**src/rtl/elastic_pipe_reg.sv**
```systemverilog
// Generic handshaked pipeline stage register: one main entry, an optional skid
// entry for full throughput behind a registered in_ready, and a synchronous flush.
module elastic_pipe_reg #(
  parameter int unsigned      WIDTH       = 32,
  parameter int unsigned      SKID        = 1,
  parameter logic [WIDTH-1:0] RESET_VALUE = '0
) (
  input  logic             clk,
  input  logic             rst,
  input  logic             in_valid,
  output logic             in_ready,
  input  logic [WIDTH-1:0] in_data,
  output logic             out_valid,
  input  logic             out_ready,
  output logic [WIDTH-1:0] out_data,
  input  logic             flush,
  output logic [1:0]       occupancy
);

  typedef enum logic [1:0] {
    EMPTY = 2'd0,
    BUSY  = 2'd1,
    FULL  = 2'd2
  } stateT;

  stateT            state, nextState;
  logic [WIDTH-1:0] mainData, skidData;
  logic [WIDTH-1:0] nextMain, nextSkid;
  logic             inReadyReg;
  logic             inFire, outFire;

  assign out_valid = (state != EMPTY);
  assign out_data  = mainData;
  assign occupancy = state;

  // With a skid entry, in_ready comes straight from a flop so it never sees out_ready.
  assign in_ready = (SKID != 0) ? inReadyReg : (!out_valid || out_ready);

  assign inFire  = in_valid && in_ready;
  assign outFire = out_valid && out_ready;

  always_comb begin
    nextState = state;
    nextMain  = mainData;
    nextSkid  = skidData;
    if (flush) begin
      nextState = EMPTY;
      nextMain  = RESET_VALUE;
      nextSkid  = RESET_VALUE;
    end else begin
      case (state)
        EMPTY: begin
          if (inFire) begin
            nextState = BUSY;
            nextMain  = in_data;
          end
        end
        BUSY: begin
          if (inFire && outFire) begin
            nextMain = in_data;
          end else if (inFire) begin
            if (SKID != 0) begin
              nextState = FULL;
              nextSkid  = in_data;
            end
          end else if (outFire) begin
            nextState = EMPTY;
          end
        end
        FULL: begin
          if (outFire) begin
            nextState = BUSY;
            nextMain  = skidData;
          end
        end
        default: nextState = EMPTY;
      endcase
    end
  end

  always_ff @(posedge clk or posedge rst) begin
    if (rst) begin
      state      <= EMPTY;
      mainData   <= RESET_VALUE;
      skidData   <= RESET_VALUE;
      inReadyReg <= 1'b1;
    end else begin
      state      <= nextState;
      mainData   <= nextMain;
      skidData   <= nextSkid;
      inReadyReg <= (nextState != FULL);
    end
  end

endmodule
```
**config.mk**
```make
export PLATFORM = sky130hd
export DESIGN_NAME = elastic_pipe_reg
export DESIGN_NICKNAME = d
export VERILOG_FILES = /design/src/rtl/elastic_pipe_reg.sv
export SDC_FILE = /design/constraint.sdc
export NUM_CORES = 1
export LEC_CHECK = 0
export BUFFER_PORTS_ARGS = -buffer_cell sky130_fd_sc_hd__buf_2
export CORE_UTILIZATION = 57
export CTS_CLUSTER_SIZE = 12
export DETAILED_ROUTE_END_ITERATION = 10
export GPL_TIMING_DRIVEN = 0
export HOLD_SLACK_MARGIN = 0.06
export PLACE_DENSITY = 0.91
export REMOVE_ABC_BUFFERS = 1
export SETUP_SLACK_MARGIN = 0.05
export SLEW_MARGIN = 20
export SYNTH_ARGS = -nofsm -noshare
export SYNTH_HDL_FRONTEND = slang
export SYNTH_SLANG_ARGS = --single-unit
export TNS_END_PERCENT = 100
```
**constraint.sdc**
```tcl
create_clock -name clk -period 4.4 [get_ports clk]
set_input_delay 0 -clock clk [delete_from_list [all_inputs] [get_ports clk]]
set_output_delay 0 -clock clk [all_outputs]
set_load 0.005 [all_outputs]
```
==> out/results.tsv, run 1 <==
metric	value	unit
Synth Area in XOR/XNOR	0.00292	
CP Max Fanout	32	
Worst R2R Setup Slack	2.43	ns
async set or reset register ratio after synthesis	1.00	
All-Layer GR Usage	0.268	
Post-Synth Adder-Cell Area	0	
DP Worst Slack	2.34	ns
synth cell count leaders	66 x dfrtp_1, 66 x nand2_1, 33 x a211oi_1, 33 x a21oi_1, 33 x nor2_1	
period utilization	0.449	
I/O pin cnt	73	
total wire length	7060	µm
critical path required time	4.62	ns
CP endpoint kind	flip-flop	
Syn Area/Cell	10.0	µm²
setup TNS	0	ns
Post-synth EDFFs	0	
vias in the first global route	2391	
static leakage	2.07	nW
Hold Buf Count CTS	34	
largest family of logic cells by synthesized area	compound AO/OA/AOI/OAI gates	
area fraction in compound gates after synthesis	0.148	
RR Endpoint	out_data[13]	
row count	26	
Die Y	74.6	µm
setup slack after layout	2.43	ns
arrival time at the worst endpoint	2.20	ns
post-DP HPWL	4270	µm
Yosys top cell by area	dfrtp_1	
Final Skew	0.0101	ns
post-route antenna net violation count	0	
Worst VDD drop	0.000265	V
post-synthesis register bit count	67	
PD cells	360	nW/µm²
RSZ-0062 raised after global routing	no	
worst relative slew slack	0.540	
Num CTS Buffers	9	
Initial Utilization	0.592	
CTS H-tree depth	3	
Net count, final	437	
Core Area	5070	µm²
endpoints failing hold	0	
status	completed	
post-synth top area share	0.550	
Achievable Freq	507	MHz
mux contribution to synthesized area	0.107	
Post-CTS Setup Inserts	0	
first-pass GRT wire length	10800	µm
FF-to-FF Start	occupancy[1]	
Layout area overhead	33.8	%
via/cell ratio	5.32	
largest net degree at the start of global routing	68	
CTS tree	done	
initial DRC count	180	
Clock Tree Buf Depth	2	
post-synthesis simple-gate area fraction	0.141	
hold crit path type	in2async	
Yosys warnings	0	
synth top area cells	dfrtp_1 55%, mux2i_1 11%, a211oi_1 8.3%	
Root Driver	clkbuf_8	
Netlist cell types	21	
Reg clk slew, reported paths	0.08	ns
First-pass DRT Iterations	4	
via count	2527	
Die ar.	5560	µm²
Sink Count	67	
initial antenna violation count	0	
max cap viols	0	
share of cells above drive strength 1	0.249	
Max Slew Vio Count	0	
crit start category	flip-flop	
Slew @ Worst Pin	0.691	ns
critical path class	reg2reg	
# DRC	0	
WHS	0.197	ns
PnR Total Power	0.00145	W
# port buffers	72	
DR WL/cell	14.9	µm
Skew-Pair Late Insertion Delay	0.34	ns
Top FF cell, synth	dfrtp_1	
gpl congestion	0.725	
# setup viols final	0	
ANT cells	0	
Chip Width	74.6	µm
synthesized area	3000	µm²
GR Overflow Total	0	
sequential area share after synthesis	0.559	
post-synthesis instance total	300	
Final min period	1.97	ns
Post-CTS Resized	0	
Reg2Reg Depth	5	
where the power goes:
part | internal [W] | total (W) | switching, W
Clock | 0.000306 | 0.000541 | 0.000235
Sequential | 0.000655 | 0.000678 | 0.0000238
Combinational | 0.000108 | 0.000226 | 0.000118
Total | 0.00107 | 0.00145 | 0.000376
layout by cell type (no fill, tap or decap):
cell / n
mux2i_1: 32
bufinv_16: 1
or2_1: 1
a211oi_1: 33
clkinv_2: 2
buf_4: 4
nand3b_1: 1
buf_12: 1
clkinvlp_4: 1
dfrtp_1: 66
nand2_1: 66
nor3_2: 1
inv_4: 1
xor2_1: 1
nand4b_1: 1
or3_2: 1
buf_2: 71
nand2b_2: 1
buf_16: 3
nand2b_1: 2
clkbuf_8: 12
dfstp_2: 1
a211o_1: 1
nor2_1: 33
dlygate4sd3_1: 34
o211ai_4: 1
a21oi_1: 33
worst max-delay path by stage:
stage | start | endpoint | slack (ns) | cells after the start
floorplan | in_ready | skidData[0] | 1.76 | 4
global placement | in_ready | skidData[8] | 0.73 | 4
detailed placement | in_ready | skidData[13] | 2.34 | 4
CTS | in_ready | skidData[13] | 2.33 | 4
global route | occupancy[1] | out_data[13] | 2.33 | 5
finish | occupancy[1] | out_data[13] | 2.43 | 5
routing by layer:
layer  part of all wire  wire (µm)  global-route usage  vias to the layer above
met4              0.028        201               0.159                        0
met1               0.42       2970               0.311                     1208
met5                  0          0                   0                        -
met2               0.51       3620               0.463                       75
met3              0.037        263              0.0474                       18
li1                   -          -                   -                     1226
cell type report:
cell class / instances / area, µm²
Inverter: 1 / 6.26
Tap cell: 70 / 87.6
Timing Repair Buffer: 113 / 828
Clock buffer: 12 / 165
Clock inverter: 4 / 47.5
Multi-Input combinational cell: 208 / 1200
Fill cell: 363 / 1060
Sequential cell: 67 / 1680
per-stage QoR:
step                       util  instances  area, µm²
final                     0.792        475       4020
after global routing      0.792        475       4020
after CTS                 0.791        475       4010
after detailed placement  0.682        425       3460
after global placement    0.655        418       3330
after floorplan               -        276       2880
cell families after synthesis:
logic type	Yosys count
xor gates and xnor gates	1
and+or+nand+nor	107
DFF	67
AOI/OAI and AO/OA	68
muxes	32
buffers and inverters	25
flip-flops by register name, indices dropped and copies added, names as in the netlist:
signal,flops
in_ready,1
occupancy,2
out_data,32
skidData,32
worst max-delay path: stages (launching register included):
cell      delay, ns
dfrtp_1        0.48
or2_1          0.31
o211ai_4       0.45
buf_16         0.24
nor2_1         0.07
a211oi_1       0.30
Power figures use the tool's default switching activity.
==> run 2, diff against run 1 <==
- ABC_AREA: not set -> 1
- CORE_UTILIZATION: 57 -> 55
- PLACE_DENSITY: 0.91 -> 0.87
- clock period: 4.4 -> 2 ns (I/O delays scaled with it)
==> run 2 against run 1 <==
  * Final cell count increased by 33%
  * Synthesized area increased by 16%
  * First-iteration DRC count increased by 64%
  * Sequential cell count unchanged
  * Die area increased by 19%
  * Critical endpoint is now out_data[26]
  * Non-clock buffer count decreased by 2
  * Sequential share of layout area decreased by 3.2 points
  * Core utilization decreased by 6.4 points
  * Worst setup slack got worse by 2.2 ns
  * Largest cell class unchanged
  * Combinational power increased by 110%
  * Sequential power increased by 120%
==> out/results.tsv, run 2 <==
metric	value	unit
status	completed	
Clock Tree Buf Depth	2	
Initial Utilization	0.580	
Layout area overhead	25.5	%
Num CTS Buffers	9	
Achievable Freq	570	MHz
leading cell type in the layout, fill and taps excluded	nand2_1	
Worst VDD drop	0.000409	V
Worst R2R Setup Slack	0.25	ns
Critical Path Source	occupancy[1]	
WP depth	6	
post-route antenna net violation count	0	
crit path to	out_data[26]	
RSZ-0062 raised after global routing	no	
endpoints failing hold	0	
FF-to-FF Start	occupancy[1]	
# placed instances	581	
Top cell by count, worst path	nand2_1	
Post-synth EDFFs	0	
synthesized area	3470	µm²
Bufs and invs on worst path	1	
DR WL/cell	13.5	µm
row count	28	
ANT cells	0	
sequential area share after synthesis	0.483	
# port buffers	72	
I/O pin cnt	73	
cell family with most CP delay	simple AND/OR/NAND/NOR gates	
period utilization	0.877	
via/cell ratio	5.31	
power share of the clock group	0.366	
highest routed layer	met4	
Final min period	1.75	ns
Reg2Reg Depth	6	
Post-DP Area	3780	µm²
Logic pwr share	0.153	
First-pass DRT Iterations	5	
Sink Count	67	
RR Endpoint	out_data[26]	
Yosys top cell by area	dfrtp_1	
CP max stage cell	dfrtp_4	
post-DP HPWL	4940	µm
post-synth top area share	0.476	
Die ar.	6640	µm²
Routed met1 length	3600	µm
CP Max Fanout	21	
post-synthesis instance total	463	
Slew @ Worst Pin	0.454	ns
critical path required time	2.29	ns
Die Y	81.5	µm
post-layout util	0.728	
first-pass GRT wire length	13800	µm
initial DRC count	295	
Netlist cell types	18	
Core Area	5990	µm²
total wire length	8520	µm
post-synthesis register bit count	67	
CP max stage delay	0.60	ns
DP Worst Slack	-0.185	ns
length of routed met2 wiring	4150	µm
Syn Area/Cell	7.50	µm²
Top FF cell, synth	dfrtp_1	
Final Skew	0.00692	ns
setup slack after layout	0.246	ns
gpl congestion	0.780	
Reg clk slew, reported paths	0.08	ns
sequential cell area	1680	µm²
initial antenna violation count	0	
Chip Width	81.5	µm
max cap viols	0	
All-Layer GR Usage	0.279	
Root Driver	clkbuf_8	
vias in the first global route	3122	
share of cells above drive strength 1	0.194	
switching power	0.000862	W
Net count, final	590	
fillcell total	471	
PD cells	698	nW/µm²
# setup viols final	0	
CTS tree	done	
Max Slew Vio Count	0	
synth top area cells	dfrtp_1 48%, nand3_1 19%, nand2_1 18%	
cell with the most instances after synthesis	nand2_1	
CP endpoint kind	flip-flop	
Cell Chain, Critical Path	inv_2, nand2_1, nand2_1, nor2_4, nand3_1, nand2_1	
async set or reset register ratio after synthesis	1.00	
# DRC	0	
routed wl met3	603	µm
Skew-Pair Late Insertion Delay	0.35	ns
hold crit path type	in2reg	
internal power	0.00218	W
Switching Share	0.283	
CTS H-tree depth	3	
largest net degree at the start of global routing	67	
Yosys warnings	0	
Layout Cells excl Fill	633	
sequential share of power	0.480	
most frequent cells in the layout	167 x nand2_1, 129 x nand3_1, 72 x buf_2, 65 x dfrtp_1	
worst relative slew slack	0.697	
arrival time at the worst endpoint	2.05	ns
synth cell count leaders	167 x nand2_1, 129 x nand3_1, 66 x dfrtp_1	
crit start category	flip-flop	
Final Cell Area	4360	µm²
GR Overflow Total	0	
via count	3360	
static leakage	2.52	nW
critical path class	reg2reg	
area of the multi-input gates	1460	µm²
## run 2: cell types whose count changed after synthesis, sizes merged, moves of 8 or more
cell,previous run,this run
inv,1,38
nand3,0,130
a21oi,33,1
buf,14,31
nand2,66,170
a211oi,33,0
clkbuf,10,2
nor2,33,23
mux2i,32,0
## run 2: cell type report
type | instances | share of cell area
sequential | 67 | 0.386
multi-input combinational | 326 | 0.334
timing repair buffer | 111 | 0.181
inverter | 38 | 0.0339
clock buffer | 9 | 0.0284
tap | 75 | 0.0215
clock inverter | 7 | 0.0158
## run 2: stage by stage
step	TNS [ns]	power [W]	hold slack (ns)
global route	0	0.00317	0.128
floorplan	0	0.00170	0.0631
finish	0	0.00304	0.0656
detailed placement	-6.11	0.00189	0.000538
global placement	-88.95	0.00186	0.238
CTS	0	0.00305	0.0626
## run 2: worst min path at each step
stage                            from      endpoint  slack, ns  cells after the start
after floorplan                 flush  occupancy[0]       0.06                      1
after global placement    in_data[15]  skidData[15]       0.24                      3
after detailed placement          rst  out_data[29]     0.0005                      2
after CTS                    in_valid  occupancy[0]       0.06                      4
after global routing         in_valid  occupancy[0]       0.13                      4
final                        in_valid  occupancy[0]       0.07                      4
## run 2: kinds of logic (layout without fill, tap and decap cells)
kind of cell	count (synthesis)	in the layout	share of synthesized area
AOI/OAI and AO/OA	1	1	0.00144
buffers and inverters	71	165	0.108
DFF	67	67	0.483
and+or+nand+nor	324	325	0.408
## run 2: layer usage
layer / global-route usage / vias up
met5: 0 / -
met4: 0.145 / 0
met3: 0.0600 / 17
met2: 0.453 / 154
met1: 0.350 / 1543
li1: - / 1646
## run 2: what timing repair did
item / 4_1_cts / 5_1_grt
buffers inserted: 0 / 1
hold buffers: 34 / 0
endpoints found under the hold margin: 128 / 0
endpoints found under the setup margin: 67 / 47
resized for setup: 3 / 4
pin swaps: 1 / 1
gates cloned: 1 / 0
## run 2: power groups by stage
stage	combinational, W	clock [W]	sequential, W
3_5_place_dp	0.000405	0	0.00148
2_1_floorplan	0.000213	0	0.00149
5_1_grt	0.000521	0.00118	0.00147
6_report	0.000466	0.00111	0.00146
3_3_place_gp	0.000375	0	0.00148
4_1_cts	0.000465	0.00112	0.00146
## run 2: worst min-delay path: stages
cell     delay, ns
buf_2         0.07
nand2_1       0.12
nand3_1       0.12
a21oi_1       0.06
==> run 3, diff against run 2 <==
- CORE_ASPECT_RATIO: not set -> 0.7
==> run 3 against run 2 <==
  * Critical path depth did not move
  * Sequential power about the same
  * Maximum frequency shrank 4.1%
  * Clock power is 4% higher
  * Die area barely moved
  * Worst setup slack got worse by 0.074 ns
  * Routed wire length up 7.1%
  * Final cell count increased by 0.16%
  * Largest power group unchanged
==> out/results.tsv, run 3 (same netlist as run 2, synthesis figures left out) <==
metric	value	unit
Die ar.	6640	µm²
Final min period	1.83	ns
initial DRC count	210	
max cap viols	0	
Net count, final	592	
Core Area	5900	µm²
leading cell type in the layout, fill and taps excluded	nand2_1	
# DRC	0	
critical path required time	2.24	ns
Root Driver	clkbuf_8	
Top cell by count, worst path	nand2_1	
Final Skew	0.00586	ns
crit start category	flip-flop	
I/O pin cnt	73	
share of cells above drive strength 1	0.190	
Clock Tree Buf Depth	2	
Worst VDD drop	0.000479	V
endpoints failing hold	0	
CP endpoint kind	flip-flop	
# setup viols final	0	
worst relative slew slack	0.531	
Die Y	68.5	µm
Max Slew Vio Count	0	
post-layout util	0.744	
hold_sp	flush	
first-pass GRT wire length	14600	µm
Reg clk slew, reported paths	0.07	ns
critical path class	reg2reg	
Achievable Freq	547	MHz
Skew-Pair Late Insertion Delay	0.35	ns
CTS tree	done	
post-route antenna net violation count	0	
largest net degree at the start of global routing	61	
Sink Count	67	
fillcell total	448	
PD cells	707	nW/µm²
total wire length	9120	µm
Critical Path Source	occupancy[0]	
met1 Use GR	0.375	
All-Layer GR Usage	0.286	
Layout area overhead	26.4	%
cell family with most CP delay	simple AND/OR/NAND/NOR gates	
Cell Chain, Critical Path	inv_2, nand2_2, nand2_1, nand3_4, nand3_1, nand2_1	
Num CTS Buffers	9	
M3 GR Usage	0.0787	
static leakage	2.54	nW
row count	23	
DR WL/cell	14.4	µm
via count	3414	
# port buffers	72	
CP Max Fanout	33	
CP max stage delay	0.46	ns
area of the multi-input gates	1450	µm²
First-pass DRT Iterations	5	
hold crit path type	in2reg	
busiest grt layer	met2	
met2 Resource Use GR	0.474	
Slew @ Worst Pin	0.703	ns
Initial Utilization	0.589	
GR Overflow Total	0	
post-DP HPWL	4910	µm
CTS H-tree depth	3	
setup TNS	0	ns
arrival time at the worst endpoint	2.06	ns
initial antenna violation count	0	
via/cell ratio	5.38	
ANT cells	0	
sequential cell area	1680	µm²
status	completed	
CP max stage cell	dfrtp_1	
most frequent cells in the layout	167 x nand2_1, 129 x nand3_1, 72 x buf_2, 65 x dfrtp_1, 35 x dlygate4sd3_1	
period utilization	0.914	
RSZ-0062 raised after global routing	yes	
Chip Width	97.0	µm
gpl congestion	0.800	
vias in the first global route	2995	
FF-to-FF Start	occupancy[0]	
Bufs and invs on worst path	1	
-- run 3: through the flow --
step                      cell area, µm²  hold WS, ns  cells  total power (W)  setup slack (ns)
final                               4390        0.101    634          0.00310             0.171
after CTS                           4340       0.0801    632          0.00309             0.140
after floorplan                     3240       0.0631    430          0.00170            0.0643
after detailed placement            3770      -0.0874    581          0.00189            -0.250
after global routing                4390        0.115    634          0.00323            0.0372
after global placement              3700        0.240    577          0.00186            -0.938
-- run 3: final timing paths --
path	endpoint	slack [ns]	depth (start not counted)
setup / recovery	out_data[13]	0.17	6
hold / removal	occupancy[0]	0.10	2
setup reg to reg	out_data[13]	0.17	6
hold reg to reg	out_data[14]	0.50	2
max in group asynchronous	in_ready	1.34	4
min in group asynchronous	out_data[1]	0.12	3
-- run 3: final cells by class --
| cell class | instances | area share |
|---|---|---|
| Clock buffer | 13 | 0.0362 |
| Clock inverter | 2 | 0.00798 |
| Inverter | 38 | 0.0336 |
| Multi-Input combinational cell | 326 | 0.330 |
| Sequential cell | 67 | 0.383 |
| Tap cell | 75 | 0.0214 |
| Timing Repair Buffer | 113 | 0.188 |
-- run 3: report_power, final --
group / leakage, nW / switching (W) / internal [W]
combinational: 1.53 / 0.000287 / 0.000202
clock: 0.0995 / 0.000515 / 0.000637
sequential: 0.908 / 0.0000402 / 0.00142
-- run 3: timing repair --
| action | in CTS | in global routing |
|---|---|---|
| hold buffers | 35 | 0 |
| gates resized for setup | 3 | 2 |
| cloned | 1 | 0 |
| pin swaps | 1 | 2 |
| endpoints found under the setup margin | 66 | 39 |
| hold endpoints to repair | 127 | 0 |
| setup buffers | 0 | 2 |
-- run 3: worst reg2reg max path, stage by stage (launching register included) --
cell and delay, ns:
dfrtp_1 0.46, inv_2 0.34, nand2_2 0.13, nand2_1 0.14, nand3_4 0.35, nand3_1 0.21
nand2_1 0.08
-- run 3: metal layers --
metal / wire (µm) / up-vias / part of all wire
met5: 0 / - / 0
met4: 76 / 0 / 0.0083
met3: 604 / 7 / 0.066
met2: 4470 / 122 / 0.49
met1: 3970 / 1636 / 0.43
li1: - / 1649 / -
